**config.mk**
```make
export PLATFORM = sky130hd
export DESIGN_NAME = event_encoder
export DESIGN_NICKNAME = d
export VERILOG_FILES = /design/src/rtl/event_enc_pkg.sv /design/src/rtl/event_encoder_prio_enc.sv /design/src/rtl/event_encoder.sv
export SDC_FILE = /design/constraint.sdc
export NUM_CORES = 1
export LEC_CHECK = 0
export CELL_PAD_IN_SITES_DETAIL_PLACEMENT = 1
export CELL_PAD_IN_SITES_GLOBAL_PLACEMENT = 2
export CORE_MARGIN = 3
export CORE_UTILIZATION = 40
export CTS_CLUSTER_DIAMETER = 50
export DETAILED_ROUTE_END_ITERATION = 7
export PLACE_DENSITY_LB_ADDON = 0.1
export SKIP_CTS_REPAIR_TIMING = 1
export SYNTH_ARGS = -nofsm -noshare
export SYNTH_HDL_FRONTEND = slang
export SYNTH_HIERARCHICAL = 1
export SYNTH_SLANG_ARGS = --single-unit
```
**constraint.sdc**
```tcl
create_clock -name clk -period 9.45 [get_ports clk]
set_input_delay 1.4175 -clock clk [delete_from_list [all_inputs] [get_ports clk]]
set_output_delay 1.4175 -clock clk [all_outputs]
set_load 0.02 [all_outputs]
```
**src/rtl/event_enc_pkg.sv**
```systemverilog
// Shared types and helpers for the event encoder.
// Used by prio_enc and event_encoder.
package event_enc_pkg;

    localparam int N_DEF = 4;
    localparam int MAX_W = 256;

    typedef enum logic {
        IDLE = 1'b0,
        HOLD = 1'b1
    } state_t;

    function automatic logic [MAX_W-1:0] idx_to_onehot(
        input logic [7:0] idx
    );
        logic [MAX_W-1:0] oh;
        oh      = '0;
        oh[idx] = 1'b1;
        return oh;
    endfunction

endpackage

```
**src/rtl/event_encoder_prio_enc.sv**
```systemverilog
// Combinational priority encoder with a rotating search base.
// The lowest offset from base wins; base=0 gives plain lowest-index priority.
module prio_enc
    import event_enc_pkg::*;
#(
    parameter  int N = N_DEF,
    localparam int W = 2**N
) (
    input  logic [W-1:0] req,
    input  logic [N-1:0] base,
    output logic [N-1:0] idx,
    output logic         found
);

    logic [N-1:0] w_pos;

    // Scan from the far end so the smallest offset is the last to win.
    always_comb begin
        idx   = '0;
        found = 1'b0;
        w_pos = '0;
        for (int k = W - 1; k >= 0; k--) begin
            w_pos = base + N'(k);
            if (req[w_pos]) begin
                idx   = w_pos;
                found = 1'b1;
            end
        end
    end

endmodule

```
**src/rtl/event_encoder.sv**
```systemverilog
// Sticky event collector that presents pending events as binary codes.
// Define EVENT_ENCODER_ROUND_ROBIN_EN for rotating selection priority.
module event_encoder
    import event_enc_pkg::*;
#(
    parameter  int N = N_DEF,
    localparam int W = 2**N
) (
    input  logic         clk,
    input  logic         rst_n,
    input  logic [W-1:0] ev_lines,
    output logic [N-1:0] code_out,
    output logic         code_valid,
    input  logic         code_ready,
    output logic [W-1:0] pend_out,
    output logic         overflow,
    input  logic         clr_ovf
);

    state_t       r_state;
    state_t       w_state_n;
    logic [W-1:0] r_pend;
    logic [N-1:0] r_code;
    logic         r_valid;
    logic         r_ovf;

    logic         w_hs;
    logic [W-1:0] w_clr_mask;
    logic [W-1:0] w_next;
    logic         w_ovf_set;
    logic [N-1:0] w_base;
    logic [N-1:0] w_idx;
    logic         w_found;
    logic [N-1:0] w_code_n;
    logic         w_valid_n;

    assign w_hs       = r_valid & code_ready;
    assign w_clr_mask = w_hs ? W'(idx_to_onehot(8'(r_code))) : '0;
    assign w_next     = r_pend & ~w_clr_mask;
    assign w_ovf_set  = |(ev_lines & w_next);

`ifdef EVENT_ENCODER_ROUND_ROBIN_EN
    logic [N-1:0] r_ptr;

    // On acceptance the search already starts past the accepted index.
    assign w_base = w_hs ? (r_code + N'(1)) : r_ptr;

    always_ff @(posedge clk or negedge rst_n) begin
        if (!rst_n) begin
            r_ptr <= '0;
        end else if (w_hs) begin
            r_ptr <= r_code + N'(1);
        end
    end
`else
    assign w_base = '0;
`endif

    prio_enc #(
        .N(N)
    ) u_prio (
        .req  (w_next),
        .base (w_base),
        .idx  (w_idx),
        .found(w_found)
    );

    always_comb begin
        w_state_n = r_state;
        w_code_n  = r_code;
        w_valid_n = r_valid;
        unique case (r_state)
            IDLE: begin
                if (w_found) begin
                    w_code_n  = w_idx;
                    w_valid_n = 1'b1;
                    w_state_n = HOLD;
                end else begin
                    w_valid_n = 1'b0;
                end
            end
            HOLD: begin
                if (w_hs) begin
                    if (w_found) begin
                        w_code_n = w_idx;
                    end else begin
                        w_valid_n = 1'b0;
                        w_state_n = IDLE;
                    end
                end
            end
            default: begin
                w_valid_n = 1'b0;
                w_state_n = IDLE;
            end
        endcase
    end

    always_ff @(posedge clk or negedge rst_n) begin
        if (!rst_n) begin
            r_state <= IDLE;
            r_pend  <= '0;
            r_code  <= '0;
            r_valid <= 1'b0;
            r_ovf   <= 1'b0;
        end else begin
            r_state <= w_state_n;
            r_pend  <= w_next | ev_lines;
            r_code  <= w_code_n;
            r_valid <= w_valid_n;
            r_ovf   <= w_ovf_set | (r_ovf & ~clr_ovf);
        end
    end

    assign code_out   = r_code;
    assign code_valid = r_valid;
    assign pend_out   = r_pend;
    assign overflow   = r_ovf;

endmodule
```
Yosys cells after proc, flatten, opt, wreduce, memory -nomap -nowiden
Cells that the tools add are included.
{ "word_totals": {"ff_bits": 23, "inputBits": 20, "output_inout_bits": 22, "elab_cells": 65} }
{ "classes": {"order_cmp": 2, "eq_ne": 2, "n_mux": 44, "bitwise_logic": 9, "n_reduce_logical": 3} }
{ "ops": {"columns": ["op", "n"], "rows": [
  ["$mux 4", 18],
  ["$and 16x16->16", 2],
  ["$mux 1", 21],
  ["$mux 16", 1],
  ["$not 16->16", 1],
  ["$or 16x16->16", 1],
  ["$reduce_or 16->1", 1],
  ["$lt 4x9->1 const B", 1],
  ["$pmux 4 s2", 1],
  ["$demux 1 s4", 1],
  ["$ge 4x1->1 const B", 1],
  ["$pmux 1 s2", 2],
  ["$and 1x1->1", 2],
  ["$ne 2x1->1 const B", 1],
  ["$ne 2x2->1 const B", 1],
  ["$not 1->1", 2],
  ["$reduce_and 2->1", 1],
  ["$logic_and 1x1->1", 1],
  ["$or 1x1->1", 1]
]} }

Logic depth before layout (Yosys ltp)
Gate-level depths: netlist of run 1.
{ "depth": {"ltp_word": 26, "depth_mapped": 15, "mapped_depth_nobuf": 11} }

Cells and area by module
Netlist of run 1, hierarchy kept.
{ "by_module_without_submodules": {"columns": ["mod", "n_inst", "cells_each", "area_each_um2", "seq_area_each_um2"], "rows": [
  ["prio_enc", 1, 257, 2384.8, 0.0],
  ["event_encoder", 1, 103, 1139.8, 575.6]
]} }

Worst setup path after synthesis of run 1
OpenSTA, ideal clock, no wires.
{ "synth_path": {"path_type": "input to register", "from": "input code_ready", "to": "register r_code[0], in the netlist code_out[0]", "setup_ns": 0.125, "arrival_ns": 4.140, "required_time_ns": 9.325, "path_slack_ns": 5.186, "stages": 11, "n_path_buf": 1, "path_cell_list": "and4_2 nand2_1 and2_1 mux4_2 mux4_2 buf_2 nor4_1 nor4b_1 nand3_1 nand2_1 mux2_2"} }
{ "synth_via": {"word_cells_on_any_way": 40, "classes_between": "1 x eq/ne; 36 x mux; 3 x bitwise"} }
{ "synth_rtl": {"columns": ["element", "line", "text"], "rows": [
  ["start, declared", "event_encoder.sv:14", "input logic code_ready,"],
  ["$and 1x1->1 (*)", "event_encoder.sv:37", "assign w_hs = r_valid & code_ready;"],
  ["$mux 16 (*)", "event_encoder.sv:38", "assign w_clr_mask = w_hs ? W'(idx_to_onehot(8'(r_code))) : '0;"],
  ["$not 16->16 (*)", "event_encoder.sv:39", "assign w_next = r_pend & ~w_clr_mask;"],
  ["$and 16x16->16 (*)", "event_encoder.sv:39", null],
  ["named net w_next[7]", "event_encoder.sv:29", "logic [W-1:0] w_next;"],
  ["$mux 1 (*) (8 in a row)", "event_encoder_prio_enc.sv:24", "if (req[w_pos]) begin"],
  ["named net w_found", "event_encoder.sv:33", "logic w_found;"],
  ["$mux 4 (*)", "event_encoder.sv:74, event_encoder.sv:84", null],
  ["$mux 4", "event_encoder.sv:83", "if (w_hs) begin"],
  ["$pmux 4 s2 (*)", "event_encoder.sv:72", "unique case (r_state)"],
  ["end signal, assigned", "event_encoder.sv:109", "r_code <= w_code_n;"],
  ["end, declared", "event_encoder.sv:23", "logic [N-1:0] r_code;"]
]} }
Mark *: on every way through the listed nets, which the timed path passes. The rest lies on a longest branch. The select of a mux whose other input is x is not followed.
A chain may end at the register's enable or synchronous reset.

Worst setup path after layout of run 1
{ "layout_path": {"from": "input code_ready", "to": "register r_code[3], in the netlist code_out[3]"} }
{ "layout_via": {"word_cells_on_any_way": 40, "classes_between": "1 x eq/ne; 36 x mux; 3 x bitwise"} }
{ "layout_rtl": {"columns": ["element", "line"], "rows": [
  ["$and 1x1->1 (*)", "event_encoder.sv:37"],
  ["$mux 16 (*)", "event_encoder.sv:38"],
  ["$not 16->16 (*)", "event_encoder.sv:39"],
  ["$and 16x16->16 (*)", "event_encoder.sv:39"],
  ["named net w_next[10]", "event_encoder.sv:29"],
  ["$mux 1 (*) (11 in a row)", "event_encoder_prio_enc.sv:24"],
  ["named net w_found", "event_encoder.sv:33"],
  ["$mux 4 (*)", "event_encoder.sv:74, event_encoder.sv:84"],
  ["$mux 4", "event_encoder.sv:83"],
  ["$pmux 4 s2 (*)", "event_encoder.sv:72"]
]} }
Marks and branches as above.

==> metrics.txt, run 1 <==
status=complete, no violations; Final period util=54.3%; Synth area leaders=mux4_2 (18%), dfrtp_1 (16%), mux2i_1 (8.0%); gpl congestion=0.930; Setup Crit Path Kind=in -> reg; Post-Synthesis Cells=360; slew margin rel.=28.8%; Seq/Total Area, Yosys=16.3%; GRT Overall Usage=23.9%; clock slew seen by the registers of the worst setup and hold paths=0.08 ns; Root Driver=clkbuf_8; total die area=0.00997 mm²; most frequent cells in the layout=clkdlybuf4s50_1 (41), nand2_1 (28), mux4_2 (28), mux2i_1 (28), dfrtp_1 (23); crit path time final=5.13 ns; Max Clock Freq=0.195 GHz; clk buf depth=2; via count=3254; Crit path required time=9.61 ns; Post-DP HPWL=9280 µm; fin util=48.4%; sequential fraction of design power=25.4%; maxcap violations=0; Async S/R FF share, synth=100%; peak supply drop=0.0603 mV; initial antenna violation count=0; top_reg_cell synth=dfrtp_1; Fin Setup TNS=0 ns; maximum number of pins on one net before global-route repair=29; Critical Path AT=5.29 ns; switching power=0.211 mW; Hold Path Class=reg -> reg; kind of end point of the critical path=flip-flop; Worst Path Max Fanout=9; CP Launch Type=input port; cell taking the most area after synthesis=mux4_2; Final Hold Vio Count=0; IO Port Bufs=41; DIE HEIGHT=99.9 µm; fraction of layout cells with a size suffix above 1=23.8%; drt total wl=11700 µm; internal power=0.260 mW; TritonCTS buffer count=3; synthesized area per cell=9.79 µm²; worst reg2reg path startpoint=code_out[2]$_DFFE_PN0P_; post-synth top area share=17.9%; R2R depth=9; Fill cells=954; RSZ-0062 raised after global routing=no; commonest non-fill, non-tap cell in the layout=clkdlybuf4s50_1; first-pass GRT wire length=18700 µm; power density cells=116 mW/mm²; Net Sw Frac=44.8%; Post-synth EDFFs=0; vias in the first global route=3291; HP Start=r_state$_DFF_PN0_; Antenna diodes=0; # nets final=428; crit path from=code_ready; drt wl/cell=23.1 µm; CTS HTree Levels=1; Die W=99.9 µm; clk_lat worst skew=0.27 ns; Post-route DRC=0; DRT antenna net count=0; Final Max Tran Viols=0; end of the critical path=code_out[3]$_DFFE_PN0P_; Syn-to-layout area delta=15.0%; power share of the clock group=13.3%; distinct cell type count after synthesis=72; Worst Tran Pin Value=1.06 ns; TritonCTS clock tree=done; Logic pwr share=61.3%; clk sink count=23; Mapped Area=0.00352 mm²; Fin Clk Skew=0.00136 ns; core footprint=0.00838 mm²; Leak=1.42 nW; RR Endpoint=code_out[3]$_DFFE_PN0P_; Initial Util=42.1%; total gr overflow=0; vias per cell=6.44; worst reg-to-reg setup slack=5.50 ns; Detailed Routing Iterations Pass 1=6; post-synthesis register bit count=23; I/O Pins=42; # setup viols final=0; num rows=33; yosys warns=6; DRT iter0 DRCs=167
## power groups by stage
stage | Sequential [mW] | Clock (mW) | Combinational (mW)
floorplan | 0.125 | 0 | 0.196
global placement | 0.121 | 0 | 0.268
detailed placement | 0.121 | 0 | 0.271
CTS | 0.120 | 0.0653 | 0.273
global route | 0.122 | 0.0712 | 0.309
finish | 0.119 | 0.0627 | 0.288
## routing by layer
layer	global-route usage, %	vias up	wire, µm
met5	0	-	0
met4	3.99	0	126
met3	3.82	12	656
met2	36.8	119	5340
met1	35.9	1652	5530
li1	-	1471	-
## worst min-delay path by stage
stage	end	slack (ns)	depth (start not counted)
floorplan	code_valid$_DFFE_PN0P_	0.44	1
global placement	code_valid$_DFFE_PN0P_	0.45	1
detailed placement	code_valid$_DFFE_PN0P_	0.50	1
CTS	code_valid$_DFFE_PN0P_	0.51	1
global route	code_valid$_DFFE_PN0P_	0.53	1
finish	code_valid$_DFFE_PN0P_	0.50	1
## sequential cells by signal (all words and copies together), names as in the netlist
signal,count
pend_out,16
overflow,1
r_state,1
code_out,4
code_valid,1
## synthesized netlist by cell type, types with 4 or more instances
library cell  instances
mux2i_2               4
clkbuf_1              6
o22ai_1               4
buf_2                 5
nand3_1              10
mux4_2               28
xor2_1                4
or2_2                17
a211oi_1              5
o31ai_1               5
and2_1                8
nor2_1               15
o21ai_0              10
nand2_1              28
mux2_2               22
ha_1                  7
inv_1                11
a21boi_0              7
mux2i_1              28
a32oi_1               5
dfrtp_1              23
a21oi_1              21
buf_6                 5
xnor2_1               4
a31oi_1               5
## through the flow
step	hold slack [ns]	setup slack [ns]	total power [mW]	std cells	instance area (µm²)
final	0.504	4.32	0.470	505	4050
after global routing	0.534	4.13	0.502	505	4050
after CTS	0.513	4.40	0.457	505	4050
after detailed placement	0.502	4.13	0.392	501	4010
after global placement	0.452	4.17	0.389	501	4010
after floorplan	0.438	5.19	0.321	370	3560
## critical path: stages
cell and delay, ns:
clkdlybuf4s50_1 0.55, and4b_2 0.33, a21boi_0 0.35, mux4_2 0.63, mux4_2 0.59, nor4_1 0.36
nor4b_1 0.31, nand3_1 0.19, nand2_1 0.20, mux2_2 0.35
## cells by family after synthesis
group,share of synthesized area [%]
AO/OA/AOI/OAI,21.1
XOR/XNOR,4.15
adder cells (fa/ha/maj),2.48
buffers and inverters,4.86
flip-flops,16.3
multiplexers,35.1
other,0.106
AND/OR/NAND/NOR,15.9
## area by class of cell
class / count / area (µm²) / area share [%]
multi-input cells: 315 / 2820 / 69.5
flip-flops and latches: 23 / 576 / 14.2
repair buffers: 44 / 433 / 10.7
well taps: 105 / 131 / 3.24
inverters: 14 / 52.6 / 1.30
clock buffers: 4 / 45.0 / 1.11
(Power assumes the default switching activity.)
==> run 2: changes to the inputs <==
--- a/config.mk
+++ b/config.mk
@@ -8,7 +8,7 @@
 export CELL_PAD_IN_SITES_DETAIL_PLACEMENT = 1
 export CELL_PAD_IN_SITES_GLOBAL_PLACEMENT = 2
 export CORE_MARGIN = 3
-export CORE_UTILIZATION = 40
+export CORE_UTILIZATION = 37
 export CTS_CLUSTER_DIAMETER = 50
 export DETAILED_ROUTE_END_ITERATION = 7
 export PLACE_DENSITY_LB_ADDON = 0.1
==> constraint.sdc (replaced) <==
create_clock -name clk -period 4.8 [get_ports clk]
set_input_delay 0.72 -clock clk [delete_from_list [all_inputs] [get_ports clk]]
set_output_delay 0.72 -clock clk [all_outputs]
set_load 0.02 [all_outputs]
==> metrics.txt, run 2 (synthesis results as in run 1) <==
vias in the first global route=3423; R2R depth=10; Worst Path Max Fanout=10; Max Clock Freq=0.235 GHz; CP Launch Type=input port; via count=3271; Final Max Tran Viols=0; Syn-to-layout area delta=18.5%; register area=576 µm²; drt total wl=12300 µm; worst reg-to-reg setup slack=0.94 ns; gpl congestion=0.898; Setup WS pre-CTS=0.274 ns; # setup viols final=0; final worst slack=0.550 ns; critical-path cell list=clkdlybuf4s50_1 > and4_2 > nand2_1 > and2_1 > mux4_2 > mux4_2 > nor4_1 > nor4b_1 > nand3_1 > nand2_1 > mux2_2; Hold Path Class=reg -> reg; CP max stage cell=mux4_2; HP Start=r_state$_DFF_PN0_; Fin Clk Skew=0.00820 ns; total gr overflow=0; DIE HEIGHT=104 µm; maximum number of pins on one net before global-route repair=29; Multi-input gate area=0.00282 mm²; fraction of layout cells with a size suffix above 1=26.2%; fin cells=539; Initial Util=39.3%; kind of end point of the critical path=flip-flop; Hold EP=code_valid$_DFFE_PN0P_; GRT Overall Usage=23.0%; Post-DP HPWL=9870 µm; clk buf depth=2; clk_lat worst skew=0.27 ns; Die W=104 µm; RR Endpoint=code_out[1]$_DFFE_PN0P_; Detailed Routing Iterations Pass 1=4; Post-Place Cells=535; first-pass GRT wire length=19700 µm; clock slew seen by the registers of the worst setup and hold paths=0.08 ns; final hold slack=0.471 ns; status=complete, no violations; Crit path required time=4.96 ns; # nets final=441; Setup Crit Path Kind=in -> reg; IO Port Bufs=41; maxcap violations=0; commonest non-fill, non-tap cell in the layout=clkdlybuf4s50_1; Fin Setup TNS=0 ns; most frequent cells in the layout=clkdlybuf4s50_1 (41), nand2_1 (28), mux4_2 (28), mux2i_1 (28), dfrtp_1 (23); TritonCTS clock tree=done; total die area=0.0107 mm²; slew margin rel.=30.1%; Final Hold Vio Count=0; Worst Tran Pin Value=1.05 ns; worst reg2reg path startpoint=code_out[2]$_DFFE_PN0P_; power density cells=229 mW/mm²; Fill cells=1041; Final period util=88.5%; RSZ-0062 raised after global routing=no; Post-route DRC=0; Antenna diodes=0; Leak=1.48 nW; I/O Pins=42; crit path time final=4.25 ns; num rows=34; clk sink count=23; Worst path max stage delay=0.60 ns; core footprint=0.00898 mm²; peak supply drop=0.103 mV; DRT antenna net count=0; TritonCTS buffer count=3; Worst Hold Depth=1; max reg flops=16; CTS HTree Levels=1; Root Driver=clkbuf_8; DRT iter0 DRCs=185; initial antenna violation count=1; Critical Path AT=4.41 ns; vias per cell=6.07; drt wl/cell=22.8 µm
[run 2: worst max-delay path by stage]
stage	start	end	slack, ns	cells past startpoint
3_3_place_gp	code_ready	code_out[0]$_DFFE_PN0P_	0.36	11
4_1_cts	code_ready	code_out[1]$_DFFE_PN0P_	0.53	11
5_1_grt	code_ready	code_out[3]$_DFFE_PN0P_	0.31	11
2_1_floorplan	code_ready	code_out[0]$_DFFE_PN0P_	1.23	11
3_5_place_dp	code_ready	code_out[1]$_DFFE_PN0P_	0.27	11
6_report	code_ready	code_out[1]$_DFFE_PN0P_	0.55	11
[run 2: metal layers]
metal	track usage, %	wire (µm)
met1	32.9	5590
met2	37.1	5820
met3	3.42	673
met4	4.56	183
met5	0	13
[run 2: stage by stage]
stage	instance area, µm²	util, %	power (mW)
after global placement	4130	46.0	0.792
after detailed placement	4130	46.0	0.802
after CTS	4180	46.5	0.931
final	4180	46.5	0.956
after global routing	4180	46.5	1.02
after floorplan	3560	-	0.633
[run 2: cell type report]
cell class | instances | share of cell area [%]
well taps | 126 | 3.77
flip-flops and latches | 23 | 13.8
clock buffers | 4 | 1.08
multi-input cells | 315 | 67.4
repair buffers | 57 | 12.7
inverters | 14 | 1.26
[run 2: power breakdown]
group,switching (mW),total [mW],internal (mW)
clock network,0.0679,0.127,0.0595
logic,0.335,0.594,0.259
registers,0.0248,0.235,0.210
[run 2: worst max-delay path, delay by kind of cell]
family / cells / cell delay, ns
AND/OR/NAND/NOR: 7 / 1.68
multiplexers: 3 / 1.47
buffers and inverters: 1 / 0.53
